`config.mk`:
```
export PLATFORM = sky130hd
export DESIGN_NAME = env_ramp
export DESIGN_NICKNAME = d
export VERILOG_FILES = /design/src/rtl/env_pkg.sv /design/src/rtl/env_div.sv /design/src/rtl/env_ramp.sv
export SDC_FILE = /design/constraint.sdc
export NUM_CORES = 1
export LEC_CHECK = 0
export ABC_AREA = 1
export BUFFER_PORTS_ARGS = -buffer_cell sky130_fd_sc_hd__buf_4
export CAP_MARGIN = 20
export CORE_UTILIZATION = 60
export DETAILED_ROUTE_END_ITERATION = 12
export PLACE_DENSITY = 0.81
export SETUP_SLACK_MARGIN = 0.4
export SLEW_MARGIN = 25
export SYNTH_ARGS = -nofsm -noshare
export SYNTH_HDL_FRONTEND = slang
export SYNTH_SLANG_ARGS = --single-unit
```
`constraint.sdc`:
```
create_clock -name clk -period 3.15 [get_ports clk]
set_input_delay 0.63 -clock clk [delete_from_list [all_inputs] [get_ports clk]]
set_output_delay 0.63 -clock clk [all_outputs]
set_load 0.1 [all_outputs]
```
`src/rtl/env_pkg.sv`:
```
// Shared types and helpers for the ramping envelope generator.
package env_pkg;

   typedef enum logic [1:0] {IDLE, CALC, RAMP, SUSTAIN} env_state_t;

   localparam logic DIR_UP   = 1'b0;
   localparam logic DIR_DOWN = 1'b1;

   function automatic int unsigned acc_w(input int unsigned level_w, input int unsigned frac_w);
      return level_w + frac_w;
   endfunction

endpackage

```
`src/rtl/env_div.sv`:
```
// Sequential restoring unsigned divider, one quotient bit per clock.
module env_div #(
   parameter int unsigned NUM_W = 16,
   parameter int unsigned DEN_W = 9
) (
   input  logic             clk,
   input  logic             rst,
   input  logic             start,
   input  logic             abort,
   input  logic [NUM_W-1:0] num,
   input  logic [DEN_W-1:0] den,
   output logic             done,
   output logic [NUM_W-1:0] quo
);
   localparam int unsigned CNT_W = $clog2(NUM_W + 1);

   logic [NUM_W-1:0] quo_q;
   logic [DEN_W-1:0] rem_q;
   logic [DEN_W-1:0] den_q;
   logic [CNT_W-1:0] cnt_q;
   logic             run_q;
   logic             done_q;
   logic [DEN_W:0]   rem_sh;
   logic [DEN_W:0]   trial;

   // rem_sh < 2*den, so the top bit of the trial difference is a valid borrow
   always_comb begin
      rem_sh = {rem_q, quo_q[NUM_W-1]};
      trial  = rem_sh - {1'b0, den_q};
   end

   always_ff @(posedge clk or negedge rst) begin
      if (!rst) begin
         quo_q  <= '0;
         rem_q  <= '0;
         den_q  <= '0;
         cnt_q  <= '0;
         run_q  <= 1'b0;
         done_q <= 1'b0;
      end else begin
         done_q <= 1'b0;
         if (abort) begin
            run_q <= 1'b0;
         end else if (start) begin
            quo_q <= num;
            rem_q <= '0;
            den_q <= den;
            cnt_q <= CNT_W'(NUM_W);
            run_q <= 1'b1;
         end else if (run_q) begin
            quo_q <= {quo_q[NUM_W-2:0], ~trial[DEN_W]};
            rem_q <= trial[DEN_W] ? rem_sh[DEN_W-1:0] : trial[DEN_W-1:0];
            cnt_q <= cnt_q - CNT_W'(1);
            if (cnt_q == CNT_W'(1)) begin
               run_q  <= 1'b0;
               done_q <= 1'b1;
            end
         end
      end
   end

   assign done = done_q;
   assign quo  = quo_q;

endmodule

```
`src/rtl/env_ramp.sv`:
```
// Multi-stage linear-ramp envelope generator with sustain, loop and
// click-free retrigger from the current level.
module env_ramp
   import env_pkg::*;
#(
   parameter int unsigned STAGES  = 4,
   parameter int unsigned LEVEL_W = 8,
   parameter int unsigned TIME_W  = 8,
   parameter int unsigned TSCALE  = 1,
   parameter int unsigned FRAC_W  = 8,
   parameter int unsigned OUT_W   = 16
) (
   input  logic                        clk,
   input  logic                        rst,
   input  logic                        ena,
   input  logic                        trigger,
   input  logic                        gate,
   input  logic                        loop,
   input  logic [$clog2(STAGES)-1:0]   sust_stage,
   input  logic [STAGES*LEVEL_W-1:0]   levels,
   input  logic [STAGES*TIME_W-1:0]    times,
   output logic [OUT_W-1:0]            env_out,
   output logic [$clog2(STAGES)-1:0]   stage,
   output logic                        busy,
   output logic                        eoc
);
   localparam int unsigned ACC_W = acc_w(LEVEL_W, FRAC_W);
   localparam int unsigned DEN_W = TIME_W + $clog2(TSCALE) + 1;
   localparam int unsigned SW    = $clog2(STAGES);
   localparam logic [SW-1:0] LAST = SW'(STAGES - 1);

   env_state_t       state_q, end_state;
   logic [SW-1:0]    stage_q, end_stage;
   logic             end_eoc;
   logic [ACC_W-1:0] acc_q, target_q, step_q, tgt_w, diff_w, div_quo;
   logic [DEN_W-1:0] dur_q, cnt_q, dur_w;
   logic             dir_q, dir_w, setup_q, trig_q, trig_edge, eoc_q;
   logic             div_start, div_done;

   always_comb begin
      trig_edge = trigger & ~trig_q;
      tgt_w     = ACC_W'(levels[stage_q*LEVEL_W +: LEVEL_W]) << FRAC_W;
      dur_w     = DEN_W'(times[stage_q*TIME_W +: TIME_W]) * DEN_W'(TSCALE);
      dir_w     = (tgt_w >= acc_q) ? DIR_UP : DIR_DOWN;
      diff_w    = (dir_w == DIR_UP) ? tgt_w - acc_q : acc_q - tgt_w;
      div_start = (state_q == CALC) && setup_q && (dur_w != '0) && !trig_edge;
      // Stage-end decision, shared by zero-length CALC and the final RAMP tick
      end_state = CALC;
      end_stage = stage_q;
      end_eoc   = 1'b0;
      if ((stage_q == sust_stage) && gate) begin
         end_state = SUSTAIN;
      end else if (stage_q != LAST) begin
         end_stage = stage_q + SW'(1);
      end else if (loop && gate) begin
         end_stage = '0;
         end_eoc   = 1'b1;
      end else begin
         end_state = IDLE;
         end_eoc   = 1'b1;
      end
   end

   env_div #(
      .NUM_W (ACC_W),
      .DEN_W (DEN_W)
   ) u_div (
      .clk   (clk),
      .rst   (rst),
      .start (div_start),
      .abort (trig_edge),
      .num   (diff_w),
      .den   (dur_w),
      .done  (div_done),
      .quo   (div_quo)
   );

   always_ff @(posedge clk or negedge rst) begin
      if (!rst) begin
         state_q  <= IDLE;
         stage_q  <= '0;
         acc_q    <= '0;
         target_q <= '0;
         step_q   <= '0;
         dur_q    <= '0;
         cnt_q    <= '0;
         dir_q    <= DIR_UP;
         setup_q  <= 1'b0;
         trig_q   <= 1'b0;
         eoc_q    <= 1'b0;
      end else begin
         trig_q <= trigger;
         eoc_q  <= 1'b0;
         if (trig_edge) begin
            state_q <= CALC;
            stage_q <= '0;
            setup_q <= 1'b1;
         end else begin
            case (state_q)
               CALC: begin
                  if (setup_q) begin
                     target_q <= tgt_w;
                     dur_q    <= dur_w;
                     dir_q    <= dir_w;
                     setup_q  <= 1'b0;
                     if (dur_w == '0) begin
                        acc_q   <= tgt_w;
                        state_q <= end_state;
                        stage_q <= end_stage;
                        eoc_q   <= end_eoc;
                        setup_q <= 1'b1;
                     end
                  end else if (div_done) begin
                     step_q  <= div_quo;
                     cnt_q   <= dur_q;
                     state_q <= RAMP;
                  end
               end
               RAMP: begin
                  if (ena) begin
                     if (cnt_q == DEN_W'(1)) begin
                        acc_q   <= target_q;
                        state_q <= end_state;
                        stage_q <= end_stage;
                        eoc_q   <= end_eoc;
                        setup_q <= 1'b1;
                     end else begin
                        acc_q <= (dir_q == DIR_UP) ? acc_q + step_q : acc_q - step_q;
                        cnt_q <= cnt_q - DEN_W'(1);
                     end
                  end
               end
               SUSTAIN: begin
                  if (!gate) begin
                     if (stage_q == LAST) begin
                        state_q <= IDLE;
                        eoc_q   <= 1'b1;
                     end else begin
                        state_q <= CALC;
                        stage_q <= stage_q + SW'(1);
                        setup_q <= 1'b1;
                     end
                  end
               end
               default: ;
            endcase
         end
      end
   end

   assign env_out = acc_q[ACC_W-1 -: OUT_W];
   assign stage   = stage_q;
   assign busy    = (state_q != IDLE);
   assign eoc     = eoc_q;

endmodule

```
# ---- After elaboration in Yosys (flattened, before gate mapping)
# Index checks and enable logic that the tools add are counted.
dict set report totals {
  ff_bits 105
  inputBits 72
  out_inout_bits 20
  word_cells 145
}
dict set report classes {
  bitwise 5
  n_shift 2
  n_reduce_logical 21
  eq_ne 22
  addsub 8
  magnitude_cmp 1
  mux 69
}
# cell count
set ops {}
lappend ops {{$mux 16} 8}
lappend ops {{$shiftx 32x6->8} 2}
lappend ops {{$mux 9} 7}
lappend ops {{$sub 16x16->16} 3}
lappend ops {{$mux 2} 18}
lappend ops {{$pmux 16 s2} 1}
lappend ops {{$mux 1} 28}
lappend ops {{$pmux 9 s2} 1}
lappend ops {{$add 16x16->16} 1}
lappend ops {{$ge 16x16->1} 1}
lappend ops {{$ne 3x3->1 const B} 5}
lappend ops {{$pmux 2 s3} 2}
lappend ops {{$reduce_and 6->1} 2}
lappend ops {{$mux 5} 2}
lappend ops {{$ne 2x2->1 const B} 5}
lappend ops {{$reduce_and 5->1} 2}
lappend ops {{$sub 10x8->10} 1}
lappend ops {{$eq 9x1->1 const B} 1}
lappend ops {{$logic_not 9->1} 1}
lappend ops {{$reduce_bool 9->1} 1}
lappend ops {{$sub 9x1->9 const B} 1}
lappend ops {{$ne 4x3->1 const B} 2}
lappend ops {{$reduce_and 7->1} 1}
lappend ops {{$eq 2x2->1 const B} 3}
lappend ops {{other kinds (17)} 29}

# ---- Longest topological paths before layout
# Gate-level depths: netlist of run 1.
dict set report logic_depth {
  word_depth 8
  depth_mapped 22
  ltp_nobuf 21
}

# ---- Cells and area by module
# Synthesis of run 1 repeated with hierarchy kept, for this count alone.
dict set report unflattened {
  cells_unflattened 1271
  area_unflattened_um2 8490.6
}
# mod cells_each n_inst area_each_um2 seq_area_each_um2
set modules_own_cells {}
lappend modules_own_cells {env_ramp 967 1 6053.3 1626.6}
lappend modules_own_cells {env_div 304 1 2437.3 1026.0}

# ---- Least setup slack after synthesis of run 1
# Ideal clock, no wire load.
dict set report synth_path {
  kind {flip-flop to flip-flop}
  startpoint {reg stage_q[0] (netlist: stage[0])}
  endpoint {reg u_div.quo_q[6] (netlist: u_div.quo[6])}
  arrival_ns 3.281
  path_buffers 6
  path_slack_ns -0.256
  setup_ns 0.125
  stages_incl_launch_ff 19
  synth_period_minus_slack_ns 3.406
  t_required_ns 3.025
  path_cell_list {dfrtp_1 buf_6 buf_4 buf_2 buf_2 nand2_1 nand3_1 nand2_1 inv_1 ha_1 clkbuf_1 nand2_1 o21bai_1 nand2_1 nand3_1 buf_2 nand3_1 nand3_1 nand3_1}
}
dict set report synth_via {
  elab_cells_between_ends 10
}
# item line_no
set synth_lines {}
lappend synth_lines {{from (decl)} env_ramp.sv:33} ;# logic [SW-1:0] stage_q, end_stage;
lappend synth_lines {{from (signal assigned)} env_ramp.sv:109} ;# stage_q <= end_stage;
lappend synth_lines {{from (signal assigned)} env_ramp.sv:124} ;# stage_q <= end_stage;
lappend synth_lines {{from (signal assigned)} env_ramp.sv:140} ;# stage_q <= stage_q + SW'(1);
lappend synth_lines {{$shiftx 32x6->8} env_ramp.sv:42} ;# tgt_w = ACC_W'(levels[stage_q*LEVEL_W +: LEVEL_W]) << FRAC_W;
lappend synth_lines {{net tgt_w[11]} env_ramp.sv:35} ;# logic [ACC_W-1:0] acc_q, target_q, step_q, tgt_w, diff_w, div_quo;
lappend synth_lines {{$ge 16x16->1} env_ramp.sv:44} ;# dir_w = (tgt_w >= acc_q) ? DIR_UP : DIR_DOWN;
lappend synth_lines {{$mux 16} env_ramp.sv:45} ;# diff_w = (dir_w == DIR_UP) ? tgt_w - acc_q : acc_q - tgt_w;
lappend synth_lines {{$mux 16} env_div.sv:44} ;# end else if (start) begin
lappend synth_lines {{to (signal assigned)} env_div.sv:45} ;# quo_q <= num;
lappend synth_lines {{to (signal assigned)} env_div.sv:51} ;# quo_q <= {quo_q[NUM_W-2:0], ~trial[DEN_W]};
lappend synth_lines {{to (decl)} env_div.sv:17} ;# logic [NUM_W-1:0] quo_q;
# The timed path passes the listed nets, and every way through them passes these cells.
# A chain may end at the register's enable or synchronous reset.

# ---- Worst setup path after layout of run 1
dict set report layout_path {
  startpoint {reg step_q[1]}
  endpoint {reg acc_q[15] (netlist: env_out[15])}
}
dict set report layout_via {
  elab_chain_cells 5
  elab_cells_between_ends 6
}
# item line_no
set layout_lines {}
lappend layout_lines {{from (decl)} env_ramp.sv:35}
lappend layout_lines {{from (signal assigned)} env_ramp.sv:114} ;# step_q <= div_quo;
lappend layout_lines {{$add 16x16->16 / $sub 16x16->16 (equally long branches)} env_ramp.sv:128} ;# acc_q <= (dir_q == DIR_UP) ? acc_q + step_q : acc_q - step_q;
lappend layout_lines {{$mux 16 *} env_ramp.sv:128}
lappend layout_lines {{$mux 16 *} env_ramp.sv:121} ;# if (cnt_q == DEN_W'(1)) begin
lappend layout_lines {{$mux 16 *} env_ramp.sv:120} ;# if (ena) begin
lappend layout_lines {{$pmux 16 s2 *} env_ramp.sv:99} ;# case (state_q)
lappend layout_lines {{to (signal assigned)} env_ramp.sv:107} ;# acc_q <= tgt_w;
lappend layout_lines {{to (signal assigned)} env_ramp.sv:122} ;# acc_q <= target_q;
lappend layout_lines {{to (signal assigned)} env_ramp.sv:128}
lappend layout_lines {{to (decl)} env_ramp.sv:35}
# Every way passes the cells marked *; elsewhere a longest branch is shown, timed or not. The select of a mux whose other input is x is not followed.

==> impl_metrics.tcl, run 1 <==
set metrics [dict create \
    status "completed" \
    finalHoldViolCount 0 \
    max-cap-violations 0 \
    grt_pass1_vias 7762 \
    muxShareOfSynthArea_pct 0 \
    drive_gt1_share_pct 15.6 \
    htree_levels 3 \
    ys_async_sr_fraction_pct 100 \
    diodes 0 \
    first_pass_iters 7 \
    syn_nets 1381 \
    synth_area_leader_cell "dfrtp_1" \
    path_class "reg -> reg" \
    start_kind "flip-flop" \
    cts_buffer_depth 2 \
    drtIter0Drc 584 \
    drtAntennaViolNets 0 \
    cts_tree "done" \
    worstPathMaxFanout 4 \
    cts.sinks 105 \
    io_buffers 91 \
    nFillCells 1099 \
    place_hpwl_um 16700 \
    max_freq_mhz 354 \
    root_buffer "clkbuf_16" \
    routedWlPerCell_um 14.8 \
    synthTopCellsByArea "dfrtp_1, nand2_1, nand3_1" \
    top_usage_layer "met2" \
    design_area_um2 9790 \
    crit_required_ns 3.42 \
    syn_to_final_growth_pct 19.0 \
    ys_ff_latch 105 \
    synthCells 1261 \
    grt_pass1_wl_um 36100 \
    fin_crit_sh_pct 89.7 \
    fin_skew_ns 0.0201 \
    synth_edf_count 0 \
    grt_max_degree 74 \
    slowest_stage "dfrtp_1" \
    die_area_um2 14200 \
    holdWs_ns 0.211 \
    reg2reg_slack_ns 0.32 \
    critPathMaxStageDelay_ns 0.40 \
    synth.top_cell.area_share_pct 31.9 \
    routed_via_density 5.50 \
    fin_crit_ns 2.83 \
    drt-total-wl_um 22700 \
    cp.arrival_ns 3.10 \
    r2r_start "step_q[1]" \
    fin_tns_setup_ns 0 \
    seq_area_um2 2640 \
    grt.total_usage_pct 32.2 \
    synth_top_family_by_area "simple AND/OR/NAND/NOR gates" \
    yosysMostFrequentCell "nand2_1" \
    worstSkewPairLatency_ns 0.37 \
    setup-violations-final 0 \
    drc 0 \
    met2_usage_pct 54.7 \
    critPathTopFamily "simple AND/OR/NAND/NOR gates" \
    final_nets 1472 \
    core_um2 13300 \
    grt_use_met3_pct 4.69 \
    syn_area_um2 8230 \
    critPathMostFrequentCell "nand2_1" \
    crit_chain "inv_2 > ha_4 > inv_2 > nor2_4 > nand3_2 > nor3_4 > nand2_2 > o21ai_2 > xor2_1 > ha_1 > nand2_1 > inv_2 > nand2_2 > nand2_2 > a21oi_2 > nand2_1 > inv_1 > nand2_1 > nand2_1 > nand2_1 > a21oi_1" \
    hold_buffers 0 \
    ys_warn_count 0 \
    initial_core_util_pct 61.9 \
    avgSynthCellArea_um2 6.52 \
    ys_top_cells_by_count "nand2_1, inv_1, nand3_1" \
    vias 8435 \
    grt_overflow 0 \
    critPathBufInv 4 \
    synth_simple_gate_area_share_pct 35.6 \
    die_h_um 119 \
    yosysSeqAreaShare_pct 31.9 \
    hold_class "in -> async" \
    synth_cell_types 42 \
    multi_input_area_um2 5030 \
    rows 42 \
    synthAdderAreaFrac_pct 7.58 \
    cts_buffers 9 \
    synthXorXnorAreaFrac_pct 3.41 \
    endpoint_kind "flip-flop" \
    num_io_pins 92 \
    synth_compound_area_share_pct 10.6 \
    clkTransAtPathRegs_ns 0.08 \
    slew_violations 0 \
    worstMarginPinSlew_ns 0.634 \
    gr-usage-met1_pct 40.3 \
    critPathLaunch "step_q[1]" \
    rsz0062_at_grt "true" \
    dpl_cell_area_um2 9020 \
    synth_ff_type "dfrtp_1" \
    slew_headroom_pct 57.7 \
    antenna_found_initial 0 \
    place.gp.congestion 1.00 \
    die_w_um 119 \
]
-- flip-flops by register name, summed over array words and instances (netlist names), 2 cells and up --
| signal | flops |
|---|---|
| stage | 2 |
| target_q | 8 |
| state_q | 2 |
| u_div.rem_q | 9 |
| env_out | 16 |
| u_div.cnt_q | 5 |
| u_div.quo | 16 |
| dur_q | 8 |
| step_q | 16 |
| cnt_q | 9 |
| u_div.den_q | 8 |
-- cells by family after synthesis --
family                   Yosys count
flip-flops                       105
buffers and inverters            216
AND/OR/NAND/NOR                  699
adder cells (fa/ha/maj)           48
XOR/XNOR                          32
AO/OA/AOI/OAI                    161
-- stage by stage --
step / instances / utilization (%) / worst slack, ns
floorplan: 1261 / - / 0.285
global placement: 1502 / 67.9 / 0.246
detailed placement: 1502 / 67.9 / 0.171
CTS: 1526 / 71.3 / 0.343
global route: 1533 / 73.6 / 0.242
finish: 1533 / 73.6 / 0.323
-- layer usage --
layer | wire length (um) | vias to the layer above | share of wire [%]
met4 | 858 | 0 | 3.8
li1 | - | 4180 | -
met3 | 1330 | 58 | 5.8
met1 | 9660 | 3893 | 43
met2 | 10900 | 304 | 48
met5 | 0 | - | 0
-- cell usage in the layout, fill, tap and decap left out, types with 4 or more instances in the layout --
master	synthesis	routed
ha_1	45	34
o22ai_1	6	6
o21ai_1	17	21
nor2_1	91	84
nand3b_1	5	5
nand4_1	6	6
a21oi_1	51	45
ha_4	0	6
xor2_1	24	21
xnor2_1	8	8
a21oi_2	0	4
o21ai_0	68	60
nor2_4	1	5
buf_4	5	113
nand2_1	424	414
inv_1	174	166
dfrtp_1	105	103
nand3_1	143	139
nor2_2	4	7
nand2_2	2	12
and2_1	4	4
nor3_1	10	7
nand2_4	4	4
clkbuf_16	0	9
o21ai_2	0	4
inv_2	2	10
o211ai_1	7	7
ha_2	0	5
-- final timing paths --
| kind | endpoint | cells after the start |
|---|---|---|
| max | env_out[15] | 21 |
| min | step_q[1] | 1 |
| max reg2reg | env_out[15] | 21 |
| min reg2reg | dur_q[1] | 2 |
| max in group asynchronous | target_q[15] | 2 |
| min in group clk | trig_q | 1 |
-- area by class of cell --
cell class,count,share of cell area (%)
clock buffer,9,2.30
clock inverter,7,1.11
inverter,179,6.99
multi-input combinational,942,51.4
sequential,105,26.9
tap,176,2.25
timing repair buffer,115,9.07
-- repair_timing --
item                                    CTS  global route
pin swaps                                22            22
setup buffers                             7             6
endpoints found under the setup margin   22            24
gates cloned                              1             1
gates resized for setup                  24            56
Power of run 1 is left out: the tool's default activity adds up to more than one toggle a clock period on the data nets, which glitch-free logic cannot reach.
==> run 2: changes to the inputs <==
Settings changed: SETUP_SLACK_MARGIN 0.4 to 0.2.
==> impl_metrics.tcl, run 2 (synthesis gave the netlist of run 1 again) <==
set metrics [dict create \
    grt_pass1_vias 7857 \
    drtIter0Drc 596 \
    place_hpwl_um 16900 \
    grt_overflow 0 \
    grt_max_degree 62 \
    diodes 0 \
    die_area_um2 14200 \
    finalHoldViolCount 0 \
    fin_crit_sh_pct 91.1 \
    slew_headroom_pct 57.7 \
    grt.total_usage_pct 32.3 \
    start_kind "flip-flop" \
    cts.sinks 105 \
    die_w_um 119 \
    max_freq_mhz 349 \
    initial_core_util_pct 61.9 \
    antenna_found_initial 0 \
    drc 0 \
    cts_buffer_depth 2 \
    first_pass_iters 5 \
    layout_commonest_cell "nand2_1" \
    r2r_start "step_q[1]" \
    endpoint_kind "flip-flop" \
    grt_pass1_wl_um 36500 \
    final_nets 1467 \
    fin_skew_ns 0.0187 \
    drive_gt1_share_pct 13.2 \
    num_io_pins 92 \
    core_um2 13300 \
    drtAntennaViolNets 0 \
    hold_class "in -> async" \
    critPathTopFamily "simple AND/OR/NAND/NOR gates" \
    vias 8282 \
    crit_required_ns 3.43 \
    worstPathMaxFanout 3 \
    cts_tree "done" \
    worstSkewPairLatency_ns 0.37 \
    io_buffers 91 \
    final_cell_mix "nand2_1, inv_1, nand3_1" \
    critPathMostFrequentCell "nand2_1" \
    syn_to_final_growth_pct 16.1 \
    r2r_end "env_out[15]" \
    place.gp.congestion 1.01 \
    die_h_um 119 \
    routed_via_density 5.42 \
    root_buffer "clkbuf_16" \
    rsz0062_at_grt "true" \
    htree_levels 3 \
    clkTransAtPathRegs_ns 0.09 \
    reg2reg_slack_ns 0.28 \
    fin_tns_setup_ns 0 \
    rows 42 \
    routedWlPerCell_um 14.6 \
    path_class "reg -> reg" \
    fin_crit_ns 2.87 \
    slowest_stage "dfrtp_1" \
    ff2ff_path_depth 21 \
    setup-violations-final 0 \
    hold_buffers 0 \
    drt-total-wl_um 22300 \
    slew_violations 0 \
    cts_buffers 9 \
    critPathMaxStageDelay_ns 0.40 \
    status "completed" \
    crit_chain "inv_2 > ha_4 > inv_2 > nor2_4 > nand3_2 > nor3_2 > nand2_2 > o21ai_2 > xor2_1 > ha_1 > nand2_1 > inv_1 > nand2_1 > nand2_1 > a21oi_1 > nand2_1 > inv_1 > nand2_1 > nand2_1 > nand2_1 > a21oi_1" \
    critPathBufInv 4 \
    cp.arrival_ns 3.15 \
    max-cap-violations 0 \
    worstMarginPinSlew_ns 0.633 \
]
run 2: changes by cell type in the layout (fill, tap and decap cells not counted), sizes merged:
cell,change
buf,-4
clkinvlp,-2
bufinv,-2
inv,+4
nand3,-1
run 2: through the flow:
step	cell area, um2	utilization [%]	hold slack (ns)	cells	setup WS, ns
2_1_floorplan	8270	-	0.334	1261	0.208
3_3_place_gp	9030	67.9	0.462	1504	0.266
3_5_place_dp	9030	67.9	0.469	1504	0.181
4_1_cts	9350	70.3	0.279	1520	0.208
5_1_grt	9550	71.8	0.319	1528	0.0877
6_report	9550	71.8	0.260	1528	0.281
run 2: worst max path at each step:
stage              start           end  slack, ns  cells past startpoint
2_1_floorplan   stage[0]  u_div.quo[4]       0.21                     20
3_3_place_gp   levels[9]  u_div.quo[9]       0.27                     14
3_5_place_dp   levels[9]  u_div.quo[9]       0.18                     14
4_1_cts        step_q[0]   env_out[15]       0.21                     19
5_1_grt        step_q[1]   env_out[15]       0.09                     21
6_report       step_q[1]   env_out[15]       0.28                     21
run 2: worst reg2reg max path, delay by kind of cell (launching register included):
kind	cells	cell delay, ns
DFF	1	0.40
xor gates and xnor gates	1	0.24
and+or+nand+nor	11	1.07
adders and majority gates	2	0.44
buffers and inverters	4	0.25
AOI/OAI and AO/OA	3	0.39
run 2: layout make-up:
type / instances / area (um2)
tap: 176 / 220
multi-input combinational: 941 / 4860
inverter: 179 / 679
timing repair buffer: 111 / 846
clock buffer: 9 / 225
fill: 1145 / 3750
clock inverter: 7 / 83.8
sequential: 105 / 2630
run 2: routing by layer:
metal	vias to the layer above	global-route usage, %	routed length, um
li1	4183	-	-
met1	3780	40.7	9630
met2	266	56.3	10800
met3	53	3.54	1090
met4	0	13.5	784
met5	-	0	0
run 2: timing repair:
action / in CTS / in global routing
gates cloned: 0 / 1
setup buffers: 0 / 7
pin swaps: 0 / 16
resized for setup: 1 / 35
setup endpoints to repair: 2 / 16
Power of run 2 is left out for the same reason.
